[src/rtl/exe_mem_stage.sv]
// EXE/MEM pipeline stage register with valid/ready handshake, synchronous flush,
// control squash on bubbles and a saturating back-pressure counter.
// Optional feature macro: EXE_MEM_STAGE_SKID_EN adds a second (skid) entry and a
// registered in_ready; when undefined the stage holds a single entry and in_ready
// is combinational.

module exe_mem_stage #(
    parameter int unsigned CTRL_W    = 4,
    parameter int unsigned DATA_W    = 32,
    parameter int unsigned NUM_LANES = 2,
    parameter int unsigned REG_W     = 5,
    parameter int unsigned CNT_W     = 16
) (
    input  logic                        clk,
    input  logic                        reset_n,
    input  logic                        flush,
    input  logic                        in_valid,
    output logic                        in_ready,
    input  logic [CTRL_W-1:0]           in_ctrl,
    input  logic [NUM_LANES*DATA_W-1:0] in_data,
    input  logic [REG_W-1:0]            in_reg,
    output logic                        out_valid,
    input  logic                        out_ready,
    output logic [CTRL_W-1:0]           out_ctrl,
    output logic [NUM_LANES*DATA_W-1:0] out_data,
    output logic [REG_W-1:0]            out_reg,
    output logic [CNT_W-1:0]            stall_cnt
);

    localparam int unsigned DW = NUM_LANES * DATA_W;
    localparam logic [CNT_W-1:0] CntMax = '1;

`ifdef EXE_MEM_STAGE_SKID_EN
    typedef enum logic [1:0] {StEmpty, StFull, StSkid} state_e;
`else
    typedef enum logic [0:0] {StEmpty, StFull} state_e;
`endif

    state_e              state_q;
    logic                valid_q;
    logic [CTRL_W-1:0]   main_ctrl_q;
    logic [DW-1:0]       main_data_q;
    logic [REG_W-1:0]    main_reg_q;
    logic [CNT_W-1:0]    stall_cnt_q;

`ifdef EXE_MEM_STAGE_SKID_EN
    logic [CTRL_W-1:0]   skid_ctrl_q;
    logic [DW-1:0]       skid_data_q;
    logic [REG_W-1:0]    skid_reg_q;
    logic                in_ready_q;
`endif

    logic accept;
    logic out_xfer;

`ifdef EXE_MEM_STAGE_SKID_EN
    assign in_ready = in_ready_q;
`else
    assign in_ready = !valid_q || out_ready;
`endif

    assign accept    = in_valid && in_ready;
    assign out_xfer  = valid_q && out_ready;

    assign out_valid = valid_q;
    // A bubble must never leak regwrite/memwrite downstream.
    assign out_ctrl  = main_ctrl_q & {CTRL_W{valid_q}};
    assign out_data  = main_data_q;
    assign out_reg   = main_reg_q;
    assign stall_cnt = stall_cnt_q;

    // Stage FSM, payload registers and stall counter.
    always_ff @(posedge clk or negedge reset_n) begin
        if (!reset_n) begin
            state_q     <= StEmpty;
            valid_q     <= 1'b0;
            main_ctrl_q <= '0;
            main_data_q <= '0;
            main_reg_q  <= '0;
            stall_cnt_q <= '0;
`ifdef EXE_MEM_STAGE_SKID_EN
            skid_ctrl_q <= '0;
            skid_data_q <= '0;
            skid_reg_q  <= '0;
            in_ready_q  <= 1'b1;
`endif
        end else begin
            // Counter sees the current out_valid, so flush does not disturb it.
            if (valid_q && !out_ready && (stall_cnt_q != CntMax)) begin
                stall_cnt_q <= stall_cnt_q + 1'b1;
            end

            if (flush) begin
                state_q <= StEmpty;
                valid_q <= 1'b0;
`ifdef EXE_MEM_STAGE_SKID_EN
                in_ready_q <= 1'b1;
`endif
            end else begin
                case (state_q)
                    StEmpty: begin
                        if (accept) begin
                            main_ctrl_q <= in_ctrl;
                            main_data_q <= in_data;
                            main_reg_q  <= in_reg;
                            state_q     <= StFull;
                            valid_q     <= 1'b1;
                        end
                    end
                    StFull: begin
                        if (accept && out_xfer) begin
                            main_ctrl_q <= in_ctrl;
                            main_data_q <= in_data;
                            main_reg_q  <= in_reg;
`ifdef EXE_MEM_STAGE_SKID_EN
                        end else if (accept) begin
                            // Downstream stalled: park the new word behind main.
                            skid_ctrl_q <= in_ctrl;
                            skid_data_q <= in_data;
                            skid_reg_q  <= in_reg;
                            state_q     <= StSkid;
                            in_ready_q  <= 1'b0;
`endif
                        end else if (out_xfer) begin
                            state_q <= StEmpty;
                            valid_q <= 1'b0;
                        end
                    end
`ifdef EXE_MEM_STAGE_SKID_EN
                    StSkid: begin
                        if (out_xfer) begin
                            main_ctrl_q <= skid_ctrl_q;
                            main_data_q <= skid_data_q;
                            main_reg_q  <= skid_reg_q;
                            state_q     <= StFull;
                            in_ready_q  <= 1'b1;
                        end
                    end
`endif
                    default: begin
                        state_q <= StEmpty;
                        valid_q <= 1'b0;
                    end
                endcase
            end
        end
    end

endmodule

[config.mk]
export PLATFORM = sky130hd
export DESIGN_NAME = exe_mem_stage
export DESIGN_NICKNAME = d
export VERILOG_FILES = /design/src/rtl/exe_mem_stage.sv
export SDC_FILE = /design/constraint.sdc
export NUM_CORES = 1
export LEC_CHECK = 0
export CORE_MARGIN = 4
export CORE_UTILIZATION = 45
export CTS_CLUSTER_DIAMETER = 40
export DETAILED_ROUTE_END_ITERATION = 16
export PLACE_DENSITY = 0.91
export SLEW_MARGIN = 5
export SYNTH_ARGS = -nofsm -noshare
export SYNTH_HDL_FRONTEND = slang
export SYNTH_SLANG_ARGS = --single-unit
[constraint.sdc]
create_clock -name clk -period 4.3 [get_ports clk]
set_input_delay 0.645 -clock clk [delete_from_list [all_inputs] [get_ports clk]]
set_output_delay 0.645 -clock clk [all_outputs]
set_load 0.01 [all_outputs]
==> results of run 1 <==
-- per-layer routing --
metal | global-route usage [%] | wire [um] | up-vias
met1 | 24.0 | 3710 | 1279
li1 | - | - | 1207
met2 | 32.8 | 4660 | 99
met3 | 5.02 | 596 | 15
met5 | 0 | 0 | -
met4 | 5.25 | 123 | 0
-- cells by family (layout without fill, tap and decap cells) --
kind of cell,Yosys count,in the layout,share of synthesized area (%)
buf+inv,13,189,2.91
mux,75,75,22.8
simple gates,44,44,8.42
fa+ha+maj,1,1,0.338
xor+xnor,13,13,3.08
flops,91,91,61.5
compound gates,6,6,0.913
-- worst register-to-register path: stages (launching register included) --
cell and delay, ns:
dfrtp_1 0.50, and2b_2 0.28, nor4b_2 0.29, buf_4 0.55, mux2_2 0.45
-- final timing paths --
path | to | slack (ns) | depth (start not counted)
setup / recovery | in_ready | 1.59 | 4
hold / removal | out_data[10]$_DFFE_PN0P_ | 0.48 | 1
setup reg to reg | out_data[27]$_DFFE_PN0P_ | 2.12 | 4
hold reg to reg | main_ctrl_q[2]$_DFFE_PN0P_ | 0.51 | 1
max in group asynchronous | out_data[32]$_DFFE_PN0P_ | 3.05 | 1
min in group clk | main_ctrl_q[2]$_DFFE_PN0P_ | 0.51 | 1
-- report_power, final --
part	switching [uW]	total, uW	internal [uW]
registers	117	1150	1030
clock network	302	575	273
logic	270	767	497
-- stage by stage --
step	util (%)	hold WS (ns)
floorplan	-	0.349
global placement	69.2	0.480
detailed placement	69.2	0.491
CTS	71.7	0.511
global route	71.7	0.524
finish	71.7	0.478
-- cells in the mapped netlist (all sizes together) (4+ instances only) --
library cell and n:
nand4 4, nand2 4, o21ai 4, nor2 5, xor2 12, buf 10
nor3 6, nor4 5, and2 4, dfrtp 91, nand3 5, mux2 74
-- final cells by class --
type | instances | area share (%)
Sequential cell | 91 | 40.4
Clock inverter | 7 | 1.33
Timing Repair Buffer | 170 | 30.1
Multi-Input combinational cell | 139 | 23.5
Tap cell | 102 | 2.27
Clock buffer | 9 | 2.20
Inverter | 3 | 0.200
-- cell usage in the layout, fill, tap and decap left out, types with 2 or more instances in the layout --
cell and count:
and2_1 4, and4_1 2, buf_4 3, clkbuf_8 9, clkdlybuf4s50_1 167, clkinv_2 2, clkinv_4 2, dfrtp_1 91
inv_1 2, inv_6 2, mux2_2 74, nand2_1 4, nand3_1 5, nand4_1 3, nor2_1 5, nor3_1 5
nor4_2 5, nor4b_2 2, o21ai_0 4, xor2_1 12
==> results by group, run 1 <==
Clocking
  – Reg clk slew, reported paths: approximately 0.1 ns
  – Hold buffer count at cts: 0
  – Total CTS buffers: 9
  – CTS resizes: 0
  – Num Clock Sinks: just over 90
  – CTS root buffer: clkbuf_8
  – CTS H-tree lvls: 3
  – Postcts setup bufs: 0
  – CTS tree: built
  – Latest clock arrival within the worst-skew pair: between 0.3 and 0.4 ns
  – Max clock buf depth: 2

Job
  – Total of max-cap violations: 0

Setup path
  – Cell Chain, Critical Path: clkdlybuf4s50_1 -> and2b_2 -> inv_2 -> clkdlybuf4s50_1
  – Slowest stage delay, CP: approximately 0.55 ns
  – Worst EP arrival: slightly above 2 ns
  – Slowest-stage cell, CP: clkdlybuf4s50_1
  – Top cell family by delay on the critical path: buffers and inverters
  – Top cell by count, worst path: clkdlybuf4s50_1
  – CP startpoint: out_ready
  – Reg2reg start: out_valid$_DFFE_PN0P_
  – CP startpoint kind: input pin
  – WP buf/inv: 3
  – WP data required: between 3 and 4 ns
  – Largest fanout on the critical path: 6
  – Worst Setup Path Type: in2out
  – Critical Path Sink Type: primary output

STA
  – RSZ-0062 raised after global routing: no
  – Worst Setup Slack, final: 1.59 ns
  – Period Utilization, post-route: a little over three fifths
  – Relative slew slack: 24.5%
  – Final slew viol count: 0
  – Worst-Margin Slew: 1.13 ns
  – Worst Clk Skew: 0.00912 ns
  – Max Freq: about 370 MHz
  – Final hold vios: 0
  – Final setup violation count: 0
  – Setup TNS: 0 ns
  – Min Tclk post-route: between 2 and 3 ns

Min path
  – Hold Crit Class: in2async

Synth
  – Synthesized cell area: 0.00370 mm2
  – EDFF count, synth: 0
  – Yosys Warn Count: 0
  – Post-Syn Nets: around 320
  – Synth area leaders: dfrtp_1, mux2_2, xor2_1, buf_6, nor4_2
  – Mapped Avg Cell Area: around 15 um2
  – Ys flop type: dfrtp_1
  – Yosys top cell area share: around 60%
  – Post-Synthesis Cells: 243
  – Yosys top cell by area: dfrtp_1
  – Ys async rst share: between 90% and 100%
  – Register area share after synthesis: approximately three fifths
  – Synth cell types: 33
  – Synth Register Bits: just over 90

Power
  – Maximum vdd drop: between 0.2 and 0.25 mV
  – Pwr dens: 442 mW/mm2
  – Leakage: 0.00234 uW
  – Final Power: ~2500 uW

Floorplan
  – Placement Rows: 32
  – Starting Density: a little under half
  – Die height: 98.7 um
  – Die X: 98.7 um
  – Die area: ~0.0097 mm2
  – I/O pin count: roughly 170
  – Core Area: about 0.0078 mm2

Detailed routing
  – Via density per instance: about 5
  – DRC: 0
  – Vias: 2,600
  – Iter 0 DRT Violations: slightly below 70
  – Post-route ant nets: 0
  – WL per Instance: 17.4 um
  – Drt pass-1 iters: 3
  – Drt total wl: just over 9000 um

Finish
  – Share of cells above drive strength 1: between 20% and 30%
  – Multi-input combinational cell area: around 0.0013 mm2
  – Area Growth Syn to Fin: 52.2%
  – Design Area, Final: about 0.0056 mm2
  – Sequential cell area: 0.00228 mm2
  – Layout Nets: 493
  – Max reg flops: 64
  – Filler instances: ~560
  – Non-Filler Instances: 521
  – Antenna diodes: 0

Placed design
  – GP Congestion: 0.792
  – Port Buffer Count: 168
  – Hpwl dp: 6940 um
  – Placed Instance Area: ~0.0054 mm2
  – Place WS: about 1.5 ns
  – Placed Cells: between 500 and 600

GRT
  – GRT overflow: 0
  – Initial antenna violation count: 0
  – First-pass GRT wire length: 14,800 um
  – Gr usage total: 19.1%
  – Vias in the first global route: around 2,900
  – Largest net degree at the start of global routing: 92

Run status
  – Status: finished clean
No activity file was read; power rests on OpenSTA's default activity.
==> inputs of run 2 (changes only) <==
Settings changed: CORE_UTILIZATION 45 to 41, PLACE_DENSITY 0.91 to 0.84.
Clock period 4.3 ns to 2.7 ns, I/O delays scaled along.
==> run 2 against run 1 <==
Effect of this change: largest cell class unchanged; non-clock buffer count grew 3; cell area rose by 1.3%; critical path depth stayed put; critical path type unchanged.
==> results by group, run 2 (synthesis gave the netlist of run 1 again) <==
STA
  – Min Tclk post-route: ~2.2 ns
  – Relative slew slack: 58.9% (was 24.5%)
  – Period Utilization, post-route: a little over 80%
  – Final setup violation count: 0 (unchanged)
  – Max Freq: approximately 450 MHz
  – RSZ-0062 raised after global routing: no (unchanged)
  – Worst Setup Slack, final: 0.482 ns (was 1.59 ns)
  – Worst Clk Skew: 0.0113 ns (was 0.00912 ns)
  – Worst-Margin Slew: 0.612 ns (was 1.13 ns)
  – Final hold vios: 0 (unchanged)
  – Final slew viol count: 0 (unchanged)
  – Setup TNS: 0 ns (unchanged)

Clocking
  – Hold buffer count at cts: 0 (unchanged)
  – Total CTS buffers: 9 (unchanged)
  – CTS root buffer: clkbuf_8 (unchanged)
  – CTS tree: built (unchanged)
  – CTS resizes: 0 (unchanged)
  – Max clock buf depth: 2 (unchanged)
  – CTS H-tree lvls: 3 (unchanged)
  – Reg clk slew, reported paths: 0.10 ns (about the same)
  – Postcts setup bufs: 0 (unchanged)
  – Latest clock arrival within the worst-skew pair: 0.34 ns (about the same)
  – Num Clock Sinks: 91 (unchanged)

Placed design
  – Placed Instance Area: 0.00550 mm2 (was 0.00543 mm2)
  – Place WS: 0.183 ns (was 1.45 ns)
  – Hpwl dp: 6530 um (was 6940 um)
  – GP Congestion: 0.760 (was 0.792)
  – Port Buffer Count: 168 (unchanged)

Job
  – Total of max-cap violations: 0 (unchanged)

Setup path
  – CP startpoint kind: input pin (unchanged)
  – CP startpoint: out_ready (unchanged)
  – Worst Setup Path Type: in2out (unchanged)
  – Worst Setup EP: in_ready (unchanged)
  – WP data required: 2.30 ns (was 3.65 ns)
  – Reg2reg start: out_valid$_DFFE_PN0P_ (unchanged)
  – Worst R2R End: out_data[7]$_DFFE_PN0P_ (was out_data[27]$_DFFE_PN0P_)
  – Worst R2R Path Depth: 5 (was 4)
  – Worst EP arrival: 1.81 ns (was 2.07 ns)
  – Worst R2R Setup Slack: 0.63 ns (was 2.12 ns)
  – Critical Path Sink Type: primary output (unchanged)
  – Largest fanout on the critical path: 6 (unchanged)

Detailed routing
  – Post-route ant nets: 0 (unchanged)
  – Via density per instance: 4.96 (was 4.99)
  – Vias: 2,627 (was 2,600)
  – Drt pass-1 iters: 4 (was 3)
  – Iter 0 DRT Violations: 40 (was 69)
  – Drt total wl: 8600 um (was 9090 um)
  – DRC: 0 (unchanged)
  – WL per Instance: 16.2 um (was 17.4 um)

Power
  – Leakage: 0.00236 uW (was 0.00234 uW)
  – NetSw: 1060 uW (was 689 uW)
  – Share of power burned in combinational logic: 30.7% (was 30.8%)
  – Pwr dens: 694 mW/mm2 (was 442 mW/mm2)
  – Sequential power share: 46.0% (was 46.1%)
  – Sw frac: 26.7% (was 27.6%)
  – Cell-internal power: 2900 uW (was 1800 uW)
  – Maximum vdd drop: 0.415 mV (was 0.244 mV)
  – Clk pwr share: 23.3% (was 23.1%)

Floorplan
  – Die height: 103 um (was 98.7 um)
  – Die X: 103 um (was 98.7 um)
  – I/O pin count: 169 (unchanged)
  – Die area: 0.0106 mm2 (was 0.00974 mm2)
  – Core Area: 0.00876 mm2 (was 0.00785 mm2)
  – Starting Density: 42.2% (was 47.1%)
  – Placement Rows: 34 (was 32)

Finish
  – Max reg flops: 64 (unchanged)
  – Antenna diodes: 0 (unchanged)
  – Most common cell after layout, fill and taps aside: clkdlybuf4s50_1 (unchanged)
  – Layout Nets: 496 (was 493)
  – Area Growth Syn to Fin: 54.1% (was 52.2%)
  – Most frequent cells in the layout: clkdlybuf4s50_1, dfrtp_1, mux2_2 (unchanged)
  – Share of cells above drive strength 1: 25.6% (was 25.1%)
  – Design Area, Final: 0.00570 mm2 (was 0.00563 mm2)

GRT
  – Vias in the first global route: 2,749 (was 2,874)
  – Gr usage total: 16.0% (was 19.1%)
  – GRT overflow: 0 (unchanged)
  – Initial antenna violation count: 0 (unchanged)
  – Largest net degree at the start of global routing: 48 (was 92)
  – First-pass GRT wire length: 13,200 um (was 14,800 um)

Min path
  – Hold Crit Class: in2async (unchanged)

Run status
  – Status: finished clean (unchanged)
-- run 2: changes by cell type in the layout (fill, tap and decap cells not counted), sizes merged --
| cell | before | now |
|---|---|---|
| clkbuf | 9 | 10 |
| clkinvlp | 0 | 1 |
| inv | 5 | 3 |
| buf | 3 | 6 |
-- run 2: metrics by stage --
| step | instances | hold WS, ns | util (%) | total power [uW] |
|---|---|---|---|---|
| floorplan | 243 | 0.109 | - | 2290 |
| global placement | 514 | 0.439 | 62.7 | 3040 |
| detailed placement | 514 | 0.452 | 62.7 | 3080 |
| CTS | 530 | 0.0633 | 65.1 | 4020 |
| global route | 530 | 0.0818 | 65.1 | 4190 |
| finish | 530 | 0.0482 | 65.1 | 3950 |
-- run 2: critical path: stages --
cell             delay, ns
clkdlybuf4s50_1       0.51
and2b_2               0.26
inv_2                 0.10
clkdlybuf4s50_1       0.54
-- run 2: per-layer routing --
metal	wire length [um]	up-vias	share of wire, %	GRT usage, %
li1	-	1205	-	-
met1	3480	1303	40	19.7
met2	4240	105	49	27.1
met3	729	14	8.5	4.60
met4	149	0	1.7	5.68
met5	0	-	0	0
-- run 2: worst min path at each step --
stage                                 end  slack (ns)  cells past startpoint
4_1_cts          out_data[28]$_DFFE_PN0P_        0.06                      1
5_1_grt          out_data[23]$_DFFE_PN0P_        0.08                      1
3_3_place_gp     out_data[28]$_DFFE_PN0P_        0.44                      1
6_report         out_data[28]$_DFFE_PN0P_        0.05                      1
2_1_floorplan  main_ctrl_q[0]$_DFFE_PN0P_        0.11                      0
3_5_place_dp     out_data[28]$_DFFE_PN0P_        0.45                      1
-- run 2: power groups by stage --
stage | clock (uW) | sequential [uW] | combinational, uW
after floorplan | 0 | 1960 | 332
after global placement | 0 | 1830 | 1210
after detailed placement | 0 | 1850 | 1230
after CTS | 956 | 1820 | 1240
after global routing | 1020 | 1860 | 1310
final | 921 | 1820 | 1220
-- run 2: area by class of cell --
class / instances / area, um2
timing repair buffer: 173 / 1750
inverter: 3 / 11.3
multi-input combinational: 139 / 1320
sequential: 91 / 2280
tap: 108 / 135
fill: 671 / 3060
clock inverter: 6 / 65.1
clock buffer: 10 / 138
==> variant: new RTL, config.mk and constraints of run 2 <==
The option `EXE_MEM_STAGE_SKID_EN` is turned on by a define.
--- a/src/rtl/exe_mem_stage.sv
+++ b/src/rtl/exe_mem_stage.sv
@@ -4,4 +4,6 @@
 // registered in_ready; when undefined the stage holds a single entry and in_ready
 // is combinational.
+
+`define EXE_MEM_STAGE_SKID_EN
 
 module exe_mem_stage #(
Function: changed (Yosys sat finds a counterexample within 4 cycles, from zero or initial values and one cycle with reset_n low).
==> variant against run 2 <==
Area after synthesis grew 98%; hold slack gained 0.44 ns; largest power group unchanged; critical path depth grew 1; final area grew 74%; critical path type is now reg -> reg; clock power grew to 2.6 times the old value; routed wire length grew 89%; maximum frequency grew 4.2%; worst setup slack gained 0.089 ns; sequential power grew 140%; sequential cell count grew 75; power grew to 2.5 times the old value; utilization shrank 8.3 points.
==> variant: results (changes against run 2) <==
The HPWL reported at the end of detailed placement was 11,300 um (+73%); the total CTS buffers was 17 (+8). The worst setup path is launched from a register. For the filler cell count, the log shows 1,379 (+110%).

The pin slew with the least headroom to its limit is 0.597 ns (-0.0142 ns). The global-route total usage across every layer is 16.6% (+0.57 points), and the number of global-route vias before repair is 5,136 (+87%). The routed wire length was 16,300 um (+89%); the number of placed cells counting well taps was 874 (+70%). The arrival time reported for the critical path endpoint is 2.42 ns (+0.61 ns). In this design, the largest share of critical-path delay is due to simple AND/OR/NAND/NOR gates. Number of distinct library cells after synthesis: 35 (+6.1%).

The tools report the largest vdd supply drop as 532 uV (+28%). The register clock-pin slew on the reported worst setup and hold paths is 0.06 ns (-0.04 ns). Ranked by instance count, the synthesized netlist is headed by mux2_2 (197), dfrtp_1 (165), mux2_1 (24), buf_2 (12), nand3_1 (10). The quantity of hold-fixing buffers added after cts is 1 (+1).

The fraction of final layout cells with drive strength greater than 1 is 35.3% (+9.7 points), and the instance area after placement is 0.00929 mm^2 (+69%). The worst hold slack after final layout came out at 0.486 ns (+0.437 ns). The logs give 4.08 nW (+73%) for the leakage component of the power and 4,686 (+78%) for the number of vias in the routed layout.

The slowest stage of the critical path belongs to the cell or4_1. The tools report the largest net degree at the start of global routing as 67 (+40%). The tools report the global-route wire length before repair as 26,900 um (+100%). The largest driver fanout on the critical path came out at 8 (+2). Clock tree synthesis selected as its root buffer the cell clkbuf_16. The run finished with clean final reports. The non-filler instance count after layout was 907 (+71%). The startpoint identified for the worst register-to-register timing path is stall_cnt[0]. The path class of the tightest hold or removal check is reg -> reg.

The net total in the final layout was 748 (+51%). The routability-driven placement congestion ratio came out at 0.818 (+7.6%). The worst register-to-register path ends at stall_cnt[2]. The switching share of total power was 28.0% (+1.2 points); the worst setup slack for register-to-register paths was 0.57 ns (-0.06 ns).
variant: worst max path at each step:
stage,to,depth (start not counted),slack [ns]
after detailed placement,out_data[45],6,0.21
after global routing,stall_cnt[2],5,0.44
after floorplan,out_data[28],5,0.69
after CTS,out_data[30],5,0.58
after global placement,out_data[30],6,0.28
final,stall_cnt[2],5,0.57
variant: layout make-up:
class / count / share of cell area (%)
flip-flops and latches: 166 / 42.0
multi-input cells: 304 / 30.6
repair buffers: 179 / 18.5
clock buffers: 22 / 4.79
well taps: 225 / 2.85
clock inverters: 10 / 1.20
inverters: 1 / 0.0379
variant: layer usage:
metal,track usage [%],share of wire [%],up-vias,wire (um)
met4,4.90,1.5,0,237
met5,0,0,-,0
met1,21.0,42,2400,6860
met2,28.7,52,132,8450
met3,3.64,4.6,17,746
li1,-,-,2137,-
variant: per-stage QoR:
| step | total power [W] | utilization [%] | setup WS (ns) |
|---|---|---|---|
| 2_1_floorplan | 0.00584 | - | 0.694 |
| 3_3_place_gp | 0.00746 | 53.3 | 0.283 |
| 3_5_place_dp | 0.00769 | 53.3 | 0.211 |
| 4_1_cts | 0.0102 | 56.8 | 0.578 |
| 5_1_grt | 0.0106 | 56.8 | 0.444 |
| 6_report | 0.0100 | 56.8 | 0.571 |
variant: kinds of logic after synthesis:
kind of cell | after synthesis | share of synthesized area [%]
buf+inv | 25 | 2.20
simple gates | 57 | 4.25
fa+ha+maj | 1 | 0.170
xor+xnor | 15 | 1.79
compound gates | 10 | 1.06
flops | 166 | 56.6
mux | 221 | 33.9
variant: power groups by stage:
stage	Combinational [W]	Sequential [W]	Clock, W
final	0.00329	0.00431	0.00242
after floorplan	0.00140	0.00443	0
after global routing	0.00354	0.00446	0.00259
after CTS	0.00335	0.00432	0.00248
after global placement	0.00320	0.00426	0
after detailed placement	0.00333	0.00436	0
